**config.mk**
```make
export PLATFORM = sky130hd
export DESIGN_NAME = lcd_msg_streamer_flat
export DESIGN_NICKNAME = d
export VERILOG_FILES = /design/src/rtl/lcd_msg_streamer_if.sv /design/src/rtl/lcd_msg_streamer.sv /design/src/flat_wrapper.sv
export SDC_FILE = /design/constraint.sdc
export NUM_CORES = 1
export LEC_CHECK = 0
export BUFFER_PORTS_ARGS = -buffer_cell sky130_fd_sc_hd__buf_2
export CAP_MARGIN = 40
export CORE_ASPECT_RATIO = 1.5
export CORE_UTILIZATION = 34
export CTS_CLUSTER_DIAMETER = 40
export DETAILED_ROUTE_END_ITERATION = 12
export GPL_TIMING_DRIVEN = 1
export SLEW_MARGIN = 20
export SYNTH_ARGS = -nofsm -noshare
export SYNTH_HDL_FRONTEND = slang
export SYNTH_SLANG_ARGS = --single-unit
```
**constraint.sdc**
```tcl
create_clock -name clk -period 4 [get_ports clk]
set_input_delay 0.4 -clock clk [delete_from_list [all_inputs] [get_ports clk]]
set_output_delay 0.4 -clock clk [all_outputs]
set_load 0.02 [all_outputs]
```
**src/rtl/lcd_msg_streamer_if.sv**
```systemverilog
// Host-side control/message bus and LCD pin group for lcd_msg_streamer.
interface lcd_msg_streamer_if #(
  parameter int unsigned MSG_LEN = 16
);
  localparam int unsigned ADDR_W = $clog2(MSG_LEN);

  logic              start;
  logic              msg_wr_en;
  logic [ADDR_W-1:0] msg_wr_addr;
  logic [7:0]        msg_wr_data;
  logic              busy;
  logic              done;
  logic [7:0]        lcd_data;
  logic              lcd_rs;
  logic              lcd_rw;
  logic              lcd_en;

  // Host / controller side
  modport master (
    output start, msg_wr_en, msg_wr_addr, msg_wr_data,
    input  busy, done, lcd_data, lcd_rs, lcd_rw, lcd_en
  );

  // Streamer side
  modport slave (
    input  start, msg_wr_en, msg_wr_addr, msg_wr_data,
    output busy, done, lcd_data, lcd_rs, lcd_rw, lcd_en
  );
endinterface

```
**src/rtl/lcd_msg_streamer.sv**
```systemverilog
// HD44780-style character LCD streamer: 4 init commands, then MSG_LEN message bytes,
// each framed by programmable setup / enable-pulse / settle timing.
module lcd_msg_streamer #(
  parameter int unsigned MSG_LEN        = 16,
  parameter int unsigned SETUP_CYC      = 2,
  parameter int unsigned EN_PULSE_CYC   = 4,
  parameter int unsigned GAP_CYC        = 40,
  parameter int unsigned CLEAR_WAIT_CYC = 1600
) (
  input logic               clk,
  input logic               reset,
  lcd_msg_streamer_if.slave bus
);
  localparam int unsigned ADDR_W = $clog2(MSG_LEN);
  localparam int unsigned IDX_W  = $clog2(MSG_LEN + 4);
  localparam int unsigned TMR_W  = $clog2(CLEAR_WAIT_CYC + 1);

  localparam logic [IDX_W-1:0] LastIdx   = IDX_W'(MSG_LEN + 3);
  localparam logic [TMR_W-1:0] SetupLoad = TMR_W'(SETUP_CYC - 1);
  localparam logic [TMR_W-1:0] PulseLoad = TMR_W'(EN_PULSE_CYC - 1);
  localparam logic [TMR_W-1:0] GapLoad   = TMR_W'(GAP_CYC - 1);
  localparam logic [TMR_W-1:0] ClearLoad = TMR_W'(CLEAR_WAIT_CYC - 1);

  typedef enum logic [2:0] {StIdle, StSetup, StPulse, StGap, StFin} state_e;

  state_e            state_q, state_d;
  logic [TMR_W-1:0]  timer_q, timer_d;
  logic [IDX_W-1:0]  idx_q, idx_d;
  logic [7:0]        data_q, data_d;
  logic              rs_q, rs_d;
  logic [7:0]        mem_q [MSG_LEN];

  logic              busy;
  logic              wr_ok;
  logic [IDX_W-1:0]  next_idx;
  logic [ADDR_W-1:0] msg_sel;
  logic [7:0]        next_byte;
  logic              timer_zero;
  logic              clear_cmd;

  assign busy       = (state_q == StSetup) || (state_q == StPulse) || (state_q == StGap);
  assign timer_zero = (timer_q == '0);
  assign clear_cmd  = !rs_q && (data_q == 8'h01);
  assign next_idx   = idx_q + 1'b1;
  assign msg_sel    = ADDR_W'(next_idx - IDX_W'(4));
  assign wr_ok      = bus.msg_wr_en && !busy &&
                      ({1'b0, bus.msg_wr_addr} < (ADDR_W + 1)'(MSG_LEN));

  assign bus.busy     = busy;
  assign bus.done     = (state_q == StFin);
  assign bus.lcd_en   = (state_q == StPulse);
  assign bus.lcd_rw   = 1'b0;
  assign bus.lcd_data = data_q;
  assign bus.lcd_rs   = rs_q;

  // Message buffer: writable only while idle; deliberately not reset.
  always_ff @(posedge clk) begin
    if (wr_ok) mem_q[bus.msg_wr_addr] <= bus.msg_wr_data;
  end

  // Byte that follows the current one: init command table, then message buffer.
  always_comb begin
    next_byte = mem_q[msg_sel];
    if (next_idx < IDX_W'(4)) begin
      case (next_idx[1:0])
        2'd0:    next_byte = 8'h38;
        2'd1:    next_byte = 8'h0C;
        2'd2:    next_byte = 8'h06;
        default: next_byte = 8'h01;
      endcase
    end
  end

  // State, timer, byte index and LCD bus registers.
  always_ff @(posedge clk or posedge reset) begin
    if (reset) begin
      state_q <= StIdle;
      timer_q <= '0;
      idx_q   <= '0;
      data_q  <= '0;
      rs_q    <= 1'b0;
    end else begin
      state_q <= state_d;
      timer_q <= timer_d;
      idx_q   <= idx_d;
      data_q  <= data_d;
      rs_q    <= rs_d;
    end
  end

  // Next-state logic; lcd_data/lcd_rs only change on entry to StSetup.
  always_comb begin
    state_d = state_q;
    timer_d = timer_q;
    idx_d   = idx_q;
    data_d  = data_q;
    rs_d    = rs_q;
    unique case (state_q)
      StIdle, StFin: begin
        state_d = StIdle;
        if (bus.start) begin
          state_d = StSetup;
          timer_d = SetupLoad;
          idx_d   = '0;
          data_d  = 8'h38;
          rs_d    = 1'b0;
        end
      end
      StSetup: begin
        if (timer_zero) begin
          state_d = StPulse;
          timer_d = PulseLoad;
        end else begin
          timer_d = timer_q - 1'b1;
        end
      end
      StPulse: begin
        if (timer_zero) begin
          state_d = StGap;
          timer_d = clear_cmd ? ClearLoad : GapLoad;
        end else begin
          timer_d = timer_q - 1'b1;
        end
      end
      StGap: begin
        if (!timer_zero) begin
          timer_d = timer_q - 1'b1;
        end else if (idx_q == LastIdx) begin
          state_d = StFin;
        end else begin
          state_d = StSetup;
          timer_d = SetupLoad;
          idx_d   = next_idx;
          data_d  = next_byte;
          rs_d    = (next_idx >= IDX_W'(4));
        end
      end
      default: state_d = StIdle;
    endcase
  end
endmodule
```
**src/flat_wrapper.sv**
```systemverilog
// flat-port wrapper written by rule: the top's interface ports become plain ports
module lcd_msg_streamer_flat 
#(
  parameter int unsigned MSG_LEN        = 16,
  parameter int unsigned SETUP_CYC      = 2,
  parameter int unsigned EN_PULSE_CYC   = 4,
  parameter int unsigned GAP_CYC        = 40,
  parameter int unsigned CLEAR_WAIT_CYC = 1600
)
  (clk, reset, bus_start, bus_msg_wr_en, bus_msg_wr_addr, bus_msg_wr_data, bus_busy, bus_done, bus_lcd_data, bus_lcd_rs, bus_lcd_rw, bus_lcd_en);
  lcd_msg_streamer_if #(.MSG_LEN(MSG_LEN)) bus_i ();
  input logic clk;
  input logic reset;
  input wire logic [$bits(bus_i.start)-1:0] bus_start;
  input wire logic [$bits(bus_i.msg_wr_en)-1:0] bus_msg_wr_en;
  input wire logic [$bits(bus_i.msg_wr_addr)-1:0] bus_msg_wr_addr;
  input wire logic [$bits(bus_i.msg_wr_data)-1:0] bus_msg_wr_data;
  output wire logic [$bits(bus_i.busy)-1:0] bus_busy;
  output wire logic [$bits(bus_i.done)-1:0] bus_done;
  output wire logic [$bits(bus_i.lcd_data)-1:0] bus_lcd_data;
  output wire logic [$bits(bus_i.lcd_rs)-1:0] bus_lcd_rs;
  output wire logic [$bits(bus_i.lcd_rw)-1:0] bus_lcd_rw;
  output wire logic [$bits(bus_i.lcd_en)-1:0] bus_lcd_en;
  assign bus_i.start = bus_start;
  assign bus_i.msg_wr_en = bus_msg_wr_en;
  assign bus_i.msg_wr_addr = bus_msg_wr_addr;
  assign bus_i.msg_wr_data = bus_msg_wr_data;
  assign bus_busy = bus_i.busy;
  assign bus_done = bus_i.done;
  assign bus_lcd_data = bus_i.lcd_data;
  assign bus_lcd_rs = bus_i.lcd_rs;
  assign bus_lcd_rw = bus_i.lcd_rw;
  assign bus_lcd_en = bus_i.lcd_en;
  lcd_msg_streamer #(.MSG_LEN(MSG_LEN), .SETUP_CYC(SETUP_CYC), .EN_PULSE_CYC(EN_PULSE_CYC), .GAP_CYC(GAP_CYC), .CLEAR_WAIT_CYC(CLEAR_WAIT_CYC)) u_core (.clk(clk), .reset(reset), .bus(bus_i));
endmodule
```
== Word level (Yosys, flattened, before mapping) ==
Memories as Yosys holds them, arrays and structs flattened.
Cells that the tools add are included.

* $lt $le $gt $ge: 2
* Muxes and demuxes: 29
* Reductions and logical operators: 15
* Add/sub/neg operators: 3
* Equality and inequality tests: 14

{| class="wikitable"
|+ Operators with widths
! kind !! number
|-
| 11-bit 2-to-1 mux || 6
|-
| 11-bit one-hot mux with 4 select lines || 1
|-
| 8-bit 2-to-1 mux || 4
|-
| 6-bit one-hot mux with 3 select lines || 1
|-
| 8-bit one-hot mux with 2 select lines || 1
|-
| 5-bit 2-to-1 mux || 3
|-
| 3-bit 2-to-1 mux || 4
|-
| 3-bit one-hot mux with 4 select lines || 1
|-
| 11-bit logical NOT || 1
|-
| 11-bit by 1-bit subtractor with 11-bit output, second input constant || 1
|-
| 5-bit one-hot mux with 2 select lines || 1
|-
| 8-bit by 1-bit == test with 1-bit output, second input constant || 1
|-
| 3-bit by 2-bit == test with 1-bit output, second input constant || 2
|-
| 1-bit 2-to-1 mux || 6
|-
| 2-bit by 1-bit != test with 1-bit output, second input constant || 3
|-
| 3-bit AND reduction || 2
|-
| 5-bit by 1-bit adder with 5-bit output, second input constant || 1
|-
| 5-bit == test, second input constant || 1
|-
| 5-bit by 3-bit greater-or-equal comparator with 1-bit output, second input constant || 1
|-
| 5-bit by 3-bit < comparator with 1-bit output, second input constant || 1
|-
| 2-bit != test, second input constant || 2
|-
| 4-bit AND reduction || 1
|-
| 4-bit nonzero test || 1
|-
| 4-bit by 3-bit subtractor with 4-bit output, second input constant || 1
|-
| 13 further kinds || 16
|}

* Memory bits (writable): 128
* Bits of input ports: 16
* Flip-flop bits (word level): 28
* Logic and storage cells: 69
* Memories kept: 1

{| class="wikitable"
|+ Memories
! name !! words !! width !! rd ports !! clocked after memory_dff !! wr ports !! RTL line !! RTL
|-
| u_core.mem_q || 16 || 8 || 1 || 0 || 1 || lcd_msg_streamer.sv:31 || <nowiki>logic [7:0] mem_q [MSG_LEN];</nowiki>
|}

== Logic depth before layout (Yosys ltp) ==
Gate-level depths: netlist of run 1.

* Depth after elaboration: 7
* Gate-level depth with buffers: 11
* Mapped depth without buffers: 9

== Worst setup path before layout of run 1 ==
No wires, ideal clock.

* Path kind: reg-to-reg
* Start: register u_core.idx_q[0]
* End: register u_core.data_q[5] (netlist: u_core.bus.lcd_data[5])
* Data required time: 3871 ps
* Buffers on the path: 2
* Stages on the path, launching flop included: 12
* Clock period less this slack: 3009 ps
* Setup slack: 991 ps
* Arrival: 2880 ps
* Path through: dfrtp_1 ha_1 clkbuf_1 xnor2_1 inv_1 ha_1 buf_1 mux4_2 nand2_1 nand2_1 nand2_1 a31oi_1

* Word-level cells in the longest chain between the ends: 7
* Elaborated cells between the ends (all ways): 15
* Classes of those cells: add/sub (2); order compare (1); eq/ne (4); mux (5); reduce/logical (2); memory (1)

{| class="wikitable"
|+ RTL lines
! element !! RTL line !! RTL
|-
| start: declaration || lcd_msg_streamer.sv:28 || <nowiki>logic [IDX_W-1:0] idx_q, idx_d;</nowiki>
|-
| start signal: assignment || lcd_msg_streamer.sv:85 || <nowiki>idx_q <= idx_d;</nowiki>
|-
| 5-bit by 1-bit adder with 5-bit output || lcd_msg_streamer.sv:44 || <nowiki>assign next_idx = idx_q + 1'b1;</nowiki>
|-
| 4-bit by 3-bit subtractor with 4-bit output (tied with other cells) || lcd_msg_streamer.sv:45 || <nowiki>assign msg_sel = ADDR_W'(next_idx - IDX_W'(4));</nowiki>
|-
| memory 16 x 8 bit / 6-bit one-hot mux with 3 select lines (equally long branches) || n/a ||
|-
| 8-bit 2-to-1 mux || lcd_msg_streamer.sv:64 || <nowiki>if (next_idx < IDX_W'(4)) begin</nowiki>
|-
| 8-bit 2-to-1 mux || lcd_msg_streamer.sv:128 || <nowiki>end else if (idx_q == LastIdx) begin</nowiki>
|-
| 8-bit 2-to-1 mux || lcd_msg_streamer.sv:126 || <nowiki>if (!timer_zero) begin</nowiki>
|-
| 8-bit one-hot mux with 2 select lines || lcd_msg_streamer.sv:98 || <nowiki>unique case (state_q)</nowiki>
|-
| end signal: assignment || lcd_msg_streamer.sv:86 || <nowiki>data_q <= data_d;</nowiki>
|-
| end: declaration || lcd_msg_streamer.sv:29 || <nowiki>logic [7:0] data_q, data_d;</nowiki>
|}

Parallel ways exist; a longest one is shown, timed or not. The select of a mux whose other input is x is not followed.
A chain may end at the register's enable or synchronous reset.

== Worst setup path after layout of run 1 ==
* Start: register u_core.idx_q[1]
* End: register u_core.data_q[1] (netlist: u_core.bus.lcd_data[1])

Same word-level chain as after synthesis.

==> metrics.yaml, run 1 <==
synth:
  ys_ff_latch: 156
  synth_edf_count: 128
  syn-cell-area_um2: 6680
  yosysSeqAreaShare_pct: 68.0
  yosys-top-cells-area: "edfxtp_1 (58%), dfrtp_1 (10%), mux2i_1 (6.0%)"
  ys_warn_count: 0
  synthDistinctLibCells: 48
  netlist.area_leader.share_pct: 57.5
  synthArstFlopShare_pct: 17.9
  synth_nets: 492
  syn_avg_cell_area_um2: 14.3
  synthFlopType: "edfxtp_1"
  synth.largest_area_cell: "edfxtp_1"
  syn_inst: 469
run_status:
  status: "finished, final reports clean"
placed_design:
  port_buffers: 27
  hpwl_mm: 10.5
  placed_cells: 745
  dpl_cell_area_um2: 7180
  place_congestion: 0.917
timing:
  setup_viol: 0
  rsz0062_at_grt: "no"
  fin_skew_ns: 0.00749
  finalCritPeriodShare_pct: 90.4
  post-route-min-period_ns: 3.61
  clock.fmax_mhz: 277
  slew_violations: 0
  max_slew_margin_pct: 41.9
  finalHoldViolations: 0
  tightestPinTransition_ns: 0.871
  setup_tns_ns: 0
routing:
  drt_iter0_markers: 357
  firstDrtPassIters: 5
  num_vias: 4083
  routed_via_density: 5.21
  routed_wl_mm: 15.1
  drc: 0
  routedWlPerCell_um: 19.2
  ant_nets: 0
layout:
  fin_area_um2: 7820
  final_common_cell: "edfxtp_1"
  antennaDiodeCount: 0
  area_delta_synth_final_pct: 17.0
  layout.cells.non_filler: 784
  layout-drive-gt1-share_pct: 18.4
  most-common-layout-cells: "edfxtp_1 (128), mux2i_1 (40), nand2_1 (38), nor2_1 (37), dfrtp_1 (28)"
  nNetsFinal: 538
cts:
  clockBufferDepth: 2
  cts_root_buf: "clkbuf_16"
  ctsHtreeMaxLevel: 4
  postCtsHoldBufs: 0
  cts_tree: "yes"
  insertion_delay_ns: 0.42
  cts_buffers: 17
  cts_num_sinks: 156
  path_clk_slew_ns: 0.06
  cts_setup_buffers: 0
  post_cts_resized: 0
global_route:
  overflow: 0
  grt_pass1_wl_mm: 23.3
  antenna_found_initial: 0
  first_global_vias: 3996
  grt_max_degree: 30
  grt_usage_pct: 15.9
pwr:
  p_leak_nw: 3.00
  p_total_mw: 3.40
  cellPowerDensity_nw_per_um2: 434
  max-vdd-ir-drop_mv: 0.335
floorplan:
  die_y_um: 174
  ioPinCount: 29
  row_count: 62
  initial_utilization_pct: 34.7
  die_x_um: 116
  core-area_um2: 19200
  die_area_um2: 20200
setup_path:
  cp-start-kind: "flip-flop"
  startpoint: "u_core.idx_q[1]"
  cp.arrival_ns: 3.92
  cp-end-kind: "flip-flop"
  timing.rr.end: "u_core.bus.lcd_data[1]"
  r2r_start: "u_core.idx_q[1]"
  crit_required_ns: 4.30
  crit_fanout: 14
  crit_end: "u_core.bus.lcd_data[1]"
  critPathKind: "flip-flop to flip-flop"
  reg2reg_depth: 9
  r2r_slack_ns: 0.39
hold_path:
  holdCritPathClass: "input port to asynchronous set/reset pin"
run:
  maxCapViolCount: 0
[layer usage]
layer | vias to the layer above | global-route usage, % | share of wire (%)
met5 | - | 0 | 0
met1 | 2066 | 19.2 | 40
met4 | 0 | 5.40 | 1.9
li1 | 1887 | - | -
met3 | 18 | 3.60 | 3.9
met2 | 112 | 27.3 | 54
[cell usage after synthesis (2+ instances only)]
master    count
a21oi_1      20
a22o_1        7
a22oi_1      23
a31oi_1       7
a32o_1        2
and2_1        3
buf_1         5
clkbuf_1     14
dfrtp_1      28
edfxtp_1    128
ha_1          7
inv_1        11
mux2i_1      40
mux4_2       12
nand2_1      38
nand2b_1      4
nand3_1      11
nand4_1       4
nor2_1       37
nor2b_1       4
nor3_1       11
nor3b_1       2
o21ai_0      14
o31ai_1       4
o32ai_1       2
or3_1         5
or4_1         2
xnor2_1       2
xor2_1        3
[through the flow]
| step | setup WS [ns] | utilization, % | hold slack, ns |
|---|---|---|---|
| after floorplan | 0.991 | - | 0.465 |
| after global placement | 0.680 | 37.1 | 0.509 |
| after detailed placement | 0.481 | 37.3 | 0.466 |
| after CTS | 0.428 | 40.4 | 0.00785 |
| after global routing | 0.142 | 40.6 | 0.0446 |
| final | 0.385 | 40.6 | 0.0170 |
[layout make-up]
class	instances	area (um^2)
fill	1841	11400
sequential	156	4540
multi-input combinational	280	2010
clock buffer	17	425
tap	256	320
timing repair buffer	49	318
clock inverter	15	164
inverter	11	41.3
[state kept, by name, indices dropped and copies added, names as in the netlist]
name	count
u_core.mem_q	128
u_core.timer_q	11
u_core.bus.lcd_data	8
u_core.idx_q	5
u_core.state_q	3
u_core.bus.lcd_rs	1
[worst max-delay path, stage by stage (launching register included)]
cell and delay [ns]:
dfrtp_1 0.46, ha_1 0.33, xnor2_1 0.69, inv_1 0.27, ha_1 0.70, and2_1 0.46
a22oi_1 0.13, a21oi_1 0.14, a21oi_1 0.07, a22o_1 0.23
[kinds of logic after synthesis]
| family | count (synthesis) | share of synthesized area [%] |
|---|---|---|
| flip-flops | 156 | 68.0 |
| AND/OR/NAND/NOR | 129 | 9.21 |
| AO/OA/AOI/OAI | 86 | 8.70 |
| multiplexers | 52 | 10.0 |
| buffers and inverters | 33 | 2.04 |
| adder cells (fa/ha/maj) | 7 | 1.31 |
| XOR/XNOR | 5 | 0.655 |
| other | 1 | 0.0561 |
[worst min path at each step]
| stage | start | to | slack, ns | cells after the start |
|---|---|---|---|---|
| floorplan | reset | u_core.bus.lcd_data[0] | 0.47 | 1 |
| global placement | u_core.timer_q[7] | u_core.timer_q[7] | 0.51 | 1 |
| detailed placement | reset | u_core.bus.lcd_rs | 0.47 | 2 |
| CTS | reset | u_core.idx_q[4] | 0.008 | 2 |
| global route | reset | u_core.idx_q[2] | 0.04 | 2 |
| finish | reset | u_core.idx_q[4] | 0.02 | 2 |
[power by group]
part	switching [mW]	leakage (nW)	internal [mW]	total (mW)
logic	0.0324	1.25	0.00887	0.0413
clock network	0.667	0.280	0.929	1.60
registers	0	1.47	1.76	1.76
Power figures use the tool's default switching activity.
==> run 2: changes to the inputs <==
PLACE_DENSITY = 0.57   (was default)
==> run 2 against run 1 <==
Final cell count shrank 0.13%. Sequential share of layout area rose by 0.41 points. Die area unchanged. Power decreased by 3.9%. Sequential power about the same. Global-route usage is 0.43 points higher. Largest power group unchanged. Flip-flop and latch count unchanged. Worst hold slack improved by 0.032 ns. Fmax is 11% higher. Critical path type unchanged. Critical path depth increased by 2. Worst setup slack better by 0.37 ns. Wire length rose by 2.9%.
==> metrics.yaml, run 2 (synthesis results as in run 1) <==
run_status:
  status: "finished, final reports clean"
cts:
  post_cts_resized: 0
  cts_tree: "yes"
  path_clk_slew_ns: 0.06
  postCtsHoldBufs: 0
  insertion_delay_ns: 0.43
  cts_root_buf: "clkbuf_16"
  cts_num_sinks: 156
  cts_buffers: 17
  ctsHtreeMaxLevel: 4
  cts_setup_buffers: 0
  clockBufferDepth: 2
routing:
  ant_nets: 0
  routed_via_density: 5.25
  routedWlPerCell_um: 19.8
  firstDrtPassIters: 5
  routed_wl_mm: 15.5
  drt_iter0_markers: 318
  drc: 0
  num_vias: 4109
hold_path:
  holdCritPathClass: "input port to asynchronous set/reset pin"
timing:
  max_slew_margin_pct: 45.0
  post-route-min-period_ns: 3.24
  fin_skew_ns: 0.00946
  finalHoldViolations: 0
  finalCritPeriodShare_pct: 81.1
  hold_ws_ns: 0.0489
  setup_tns_ns: 0
  fin_ws_ns: 0.755
  setup_viol: 0
  clock.fmax_mhz: 308
  slew_violations: 0
  rsz0062_at_grt: "no"
  tightestPinTransition_ns: 0.818
layout:
  antennaDiodeCount: 0
  largest_reg_flops: 128
  largest-register: "u_core.mem_q"
  fin_area_um2: 7760
  multi_input_area_um2: 2010
  regArea_um2: 4540
  layout-drive-gt1-share_pct: 18.4
  layout.cells.non_filler: 783
  most-common-layout-cells: "edfxtp_1 (128), mux2i_1 (40), nand2_1 (38), nor2_1 (37), dfrtp_1 (28)"
  nNetsFinal: 537
  area_delta_synth_final_pct: 16.2
  nFillCells: 1839
  final_common_cell: "edfxtp_1"
floorplan:
  row_count: 62
  die_area_um2: 20200
  initial_utilization_pct: 34.7
  core-area_um2: 19200
  die_x_um: 116
  ioPinCount: 29
  die_y_um: 174
setup_path:
  cp_num_buf_inv: 3
  crit_chain: "ha_1, xnor2_1, buf_4, inv_1, ha_1, nor2b_1, buf_4, a22oi_1, a21oi_1, a21oi_1, a22o_1"
  crit_fanout: 14
  cp-start-kind: "flip-flop"
  crit_required_ns: 4.31
  cp.arrival_ns: 3.55
  cp-end-kind: "flip-flop"
  startpoint: "u_core.idx_q[1]"
  max_stage_delay_ns: 0.64
  r2r_start: "u_core.idx_q[1]"
  critPathKind: "flip-flop to flip-flop"
  critPathTopFamily: "adder cells"
  slowest_stage: "ha_1"
global_route:
  overflow: 0
  grt_usage_pct: 16.3
  antenna_found_initial: 0
  first_global_vias: 4057
  grt_max_degree: 38
  grt_pass1_wl_mm: 23.5
placed_design:
  placed_cells: 744
  place_ws_ns: 0.791
  port_buffers: 27
  place_congestion: 0.871
  dpl_cell_area_um2: 7170
  hpwl_mm: 10.9
pwr:
  max-vdd-ir-drop_mv: 0.248
  p_leak_nw: 2.98
  cellPowerDensity_nw_per_um2: 420
run:
  maxCapViolCount: 0
==> run 2: final timing paths <==
kind,end,slack [ns],depth (start not counted)
max,u_core.bus.lcd_data[0],0.76,11
min,u_core.timer_q[5],0.05,2
max reg2reg,u_core.bus.lcd_data[0],0.76,11
min reg2reg,u_core.timer_q[7],0.53,1
max in group asynchronous,u_core.idx_q[0],3.54,2
min in group clk,u_core.state_q[0],0.30,3
==> run 2: cell type report <==
class                   count  area share [%]
well taps                 256            4.13
flip-flops and latches    156            58.5
inverters                  11           0.532
multi-input cells         280            25.9
clock inverters            14            1.45
repair buffers             48            3.93
clock buffers              18            5.53
==> run 2: worst reg2reg max path, delay by kind of cell, from the launching register on <==
kind	cells	cell delay [ns]
and+or+nand+nor	1	0.39
DFF	1	0.46
buffers and inverters	3	0.53
xor gates and xnor gates	1	0.17
AOI/OAI and AO/OA	4	0.57
adders and majority gates	2	1.02
==> run 2: report_power, final <==
group | internal, mW | total [mW] | switching [mW] | leakage (nW)
logic | 0.00621 | 0.0387 | 0.0325 | 1.24
clock network | 0.805 | 1.47 | 0.662 | 0.263
registers | 1.76 | 1.76 | 0 | 1.47
==> run 2: per-layer routing <==
layer  track usage [%]  part of all wire (%)
met2              29.2                    55
met3              3.46                   4.1
met4              6.84                   2.3
met1              18.2                    39
met5                 0                     0
==> run 2: through the flow <==
| step | util [%] | power, mW |
|---|---|---|
| floorplan | - | 1.80 |
| global placement | 37.1 | 1.83 |
| detailed placement | 37.3 | 1.83 |
| CTS | 40.1 | 3.29 |
| global route | 40.4 | 3.37 |
| finish | 40.4 | 3.26 |
==> run 3: changes to the inputs <==
ABC_AREA = 1   (was default)
clock period = 3.13 ns   (was 4 ns; I/O delays follow)
==> run 3 against run 2 <==
Fmax grew 31%. Critical path type unchanged. Largest cell class unchanged. First-iteration DRC count grew 35%. Clock skew grew 0.00066 ns. Register-to-register slack lost 0.11 ns. Die area grew 6.5%. Worst hold slack gained 0.27 ns. Global-route usage grew 0.85 points. Final cell count grew 30%. Clock power grew 31%. Power grew 30%.
==> metrics.yaml, run 3 <==
cts:
  path_clk_slew_ns: 0.06
  ctsHtreeMaxLevel: 4
  cts_tree: "yes"
  clockBufferDepth: 2
  insertion_delay_ns: 0.43
  cts_buffers: 17
  post_cts_resized: 0
  cts_num_sinks: 156
  cts_root_buf: "clkbuf_16"
setup_path:
  critPathKind: "flip-flop to flip-flop"
  crit_fanout: 15
  cp-start-kind: "flip-flop"
  cp-end-kind: "flip-flop"
  cp.arrival_ns: 2.83
  crit_required_ns: 3.48
routing:
  drt-met1-wl_mm: 6.97
  dr_wl_met3_um: 847
  ant_nets: 0
  drt_iter0_markers: 429
  firstDrtPassIters: 5
  wl_met2_mm: 9.00
  dr.max_layer_used: "met4"
  routed_wl_mm: 17.3
  num_vias: 4930
  routed_via_density: 4.86
  routedWlPerCell_um: 17.1
  drc: 0
timing:
  fin_ws_ns: 0.649
  finalHoldViolations: 0
  setup_viol: 0
  clock.fmax_mhz: 403
  max_slew_margin_pct: 46.5
  hold_ws_ns: 0.323
  post-route-min-period_ns: 2.48
  rsz0062_at_grt: "no"
  finalCritPeriodShare_pct: 79.3
  slew_violations: 0
  fin_skew_ns: 0.0101
  tightestPinTransition_ns: 0.800
  setup_tns_ns: 0
floorplan:
  die_area_um2: 21500
  row_count: 64
  core-area_um2: 20500
  die_x_um: 120
  initial_utilization_pct: 34.7
  die_y_um: 179
  ioPinCount: 29
layout:
  final_common_cell: "nand2_1"
  most-common-layout-cells: "nand2_1 (206), edfxtp_1 (128), nand3_1 (113), nor2_1 (60), inv_1 (57)"
  layout-drive-gt1-share_pct: 12.0
  nNetsFinal: 761
  largest-register: "u_core.mem_q"
  largest_reg_flops: 128
  antennaDiodeCount: 0
  area_delta_synth_final_pct: 13.1
synth:
  synthDistinctLibCells: 37
  yosys-top-cells-count: "nand2_1 (206), edfxtp_1 (128), nand3_1 (113)"
  syn-cell-area_um2: 7120
  synth_nets: 734
  syn_avg_cell_area_um2: 10.0
  synth.largest_area_cell: "edfxtp_1"
  yosysSeqAreaShare_pct: 63.8
  netlist.area_leader.share_pct: 54.0
  ys_warn_count: 0
  yosys-top-cells-area: "edfxtp_1 (54%), nand2_1 (11%), dfrtp_1 (9.8%)"
  ys_ff_latch: 156
  synthArstFlopShare_pct: 17.9
  syn_inst: 711
  synthFlopType: "edfxtp_1"
  yosysMostFrequentCell: "nand2_1"
  synth_edf_count: 128
global_route:
  grt_max_degree: 73
  first_global_vias: 4746
  grt_pass1_wl_mm: 26.6
  antenna_found_initial: 0
  grt_usage_pct: 17.1
  overflow: 0
run_status:
  status: "finished, final reports clean"
placed_design:
  hpwl_mm: 11.9
  place_ws_ns: 0.691
  place_congestion: 0.886
  port_buffers: 27
run:
  maxCapViolCount: 0
pwr:
  cellPowerDensity_nw_per_um2: 525
  p_leak_nw: 3.20
  max-vdd-ir-drop_mv: 0.402
  p_total_mw: 4.23
hold_path:
  holdCritPathClass: "input port to flip-flop"
## run 3: changes by cell type in the layout (fill, tap and decap cells not counted), sizes merged, moves of 12 or more
cell,previous run,this run
a22oi,23,0
buf,48,33
inv,16,68
mux2i,40,0
mux4,12,0
nand2,38,214
nand3,11,115
nor2,37,69
## run 3: kinds of logic (layout without fill, tap and decap cells)
logic type | Yosys count | after routing | synth area share [%]
other cells | 1 | 1 | 0.0526
buf+inv | 91 | 130 | 5.48
flops | 156 | 156 | 63.8
xor+xnor | 8 | 8 | 0.984
simple gates | 411 | 411 | 25.7
compound gates | 37 | 37 | 2.72
fa+ha+maj | 7 | 7 | 1.23
## run 3: worst paths after layout
check	start	end	slack (ns)	cells after the start
max	u_core.idx_q[1]	u_core.bus.lcd_data[5]	0.65	11
max reg2reg	u_core.idx_q[1]	u_core.bus.lcd_data[5]	0.65	11
min	bus_msg_wr_data[7]	u_core.mem_q[0][7]	0.32	1
max in group asynchronous	reset	u_core.idx_q[0]	2.32	4
min in group asynchronous	reset	u_core.bus.lcd_rs	0.50	4
min reg2reg	u_core.bus.lcd_data[1]	u_core.bus.lcd_data[1]	0.50	2
## run 3: routing by layer
layer  global-route usage (%)  vias to the layer above
li1                         -                     2429
met1                     19.4                     2321
met2                     30.1                      146
met3                     3.91                       34
met4                     8.65                        0
met5                        0                        -
## run 3: per-stage QoR
stage | instance area [um^2] | cells | utilization, %
after floorplan | 7120 | 711 | -
final | 8060 | 1014 | 39.3
after global placement | 7500 | 982 | 36.6
after detailed placement | 7500 | 982 | 36.6
after CTS | 8060 | 1014 | 39.3
after global routing | 8060 | 1014 | 39.3
## run 3: layout make-up
type	count	area (um^2)
clock buffers	18	429
repair buffers	34	203
clock inverters	13	116
inverters	65	246
flip-flops and latches	156	4550
fillers	2026	12400
well taps	264	330
multi-input cells	464	2190
## run 3: worst max-delay path, stage by stage (launching register included)
cell and delay, ns:
dfrtp_1 0.45, ha_1 0.27, nand2_1 0.10, nand2_2 0.10, inv_2 0.12, ha_1 0.51
clkinv_1 0.33, nand3_1 0.18, nand2_1 0.06, nor2_1 0.11, nor2_1 0.06, a21oi_1 0.13
## run 3: repair_timing
item / 4_1_cts / 5_1_grt
hold endpoints to repair: 28 / 0
hold buffers: 1 / 0
setup endpoints to repair: 0 / 0
setup buffers: 0 / 0
## run 3: power by group
part	internal (mW)	switching [mW]
sequential	2.25	0
clock	1.09	0.833
combinational	0.00975	0.0520
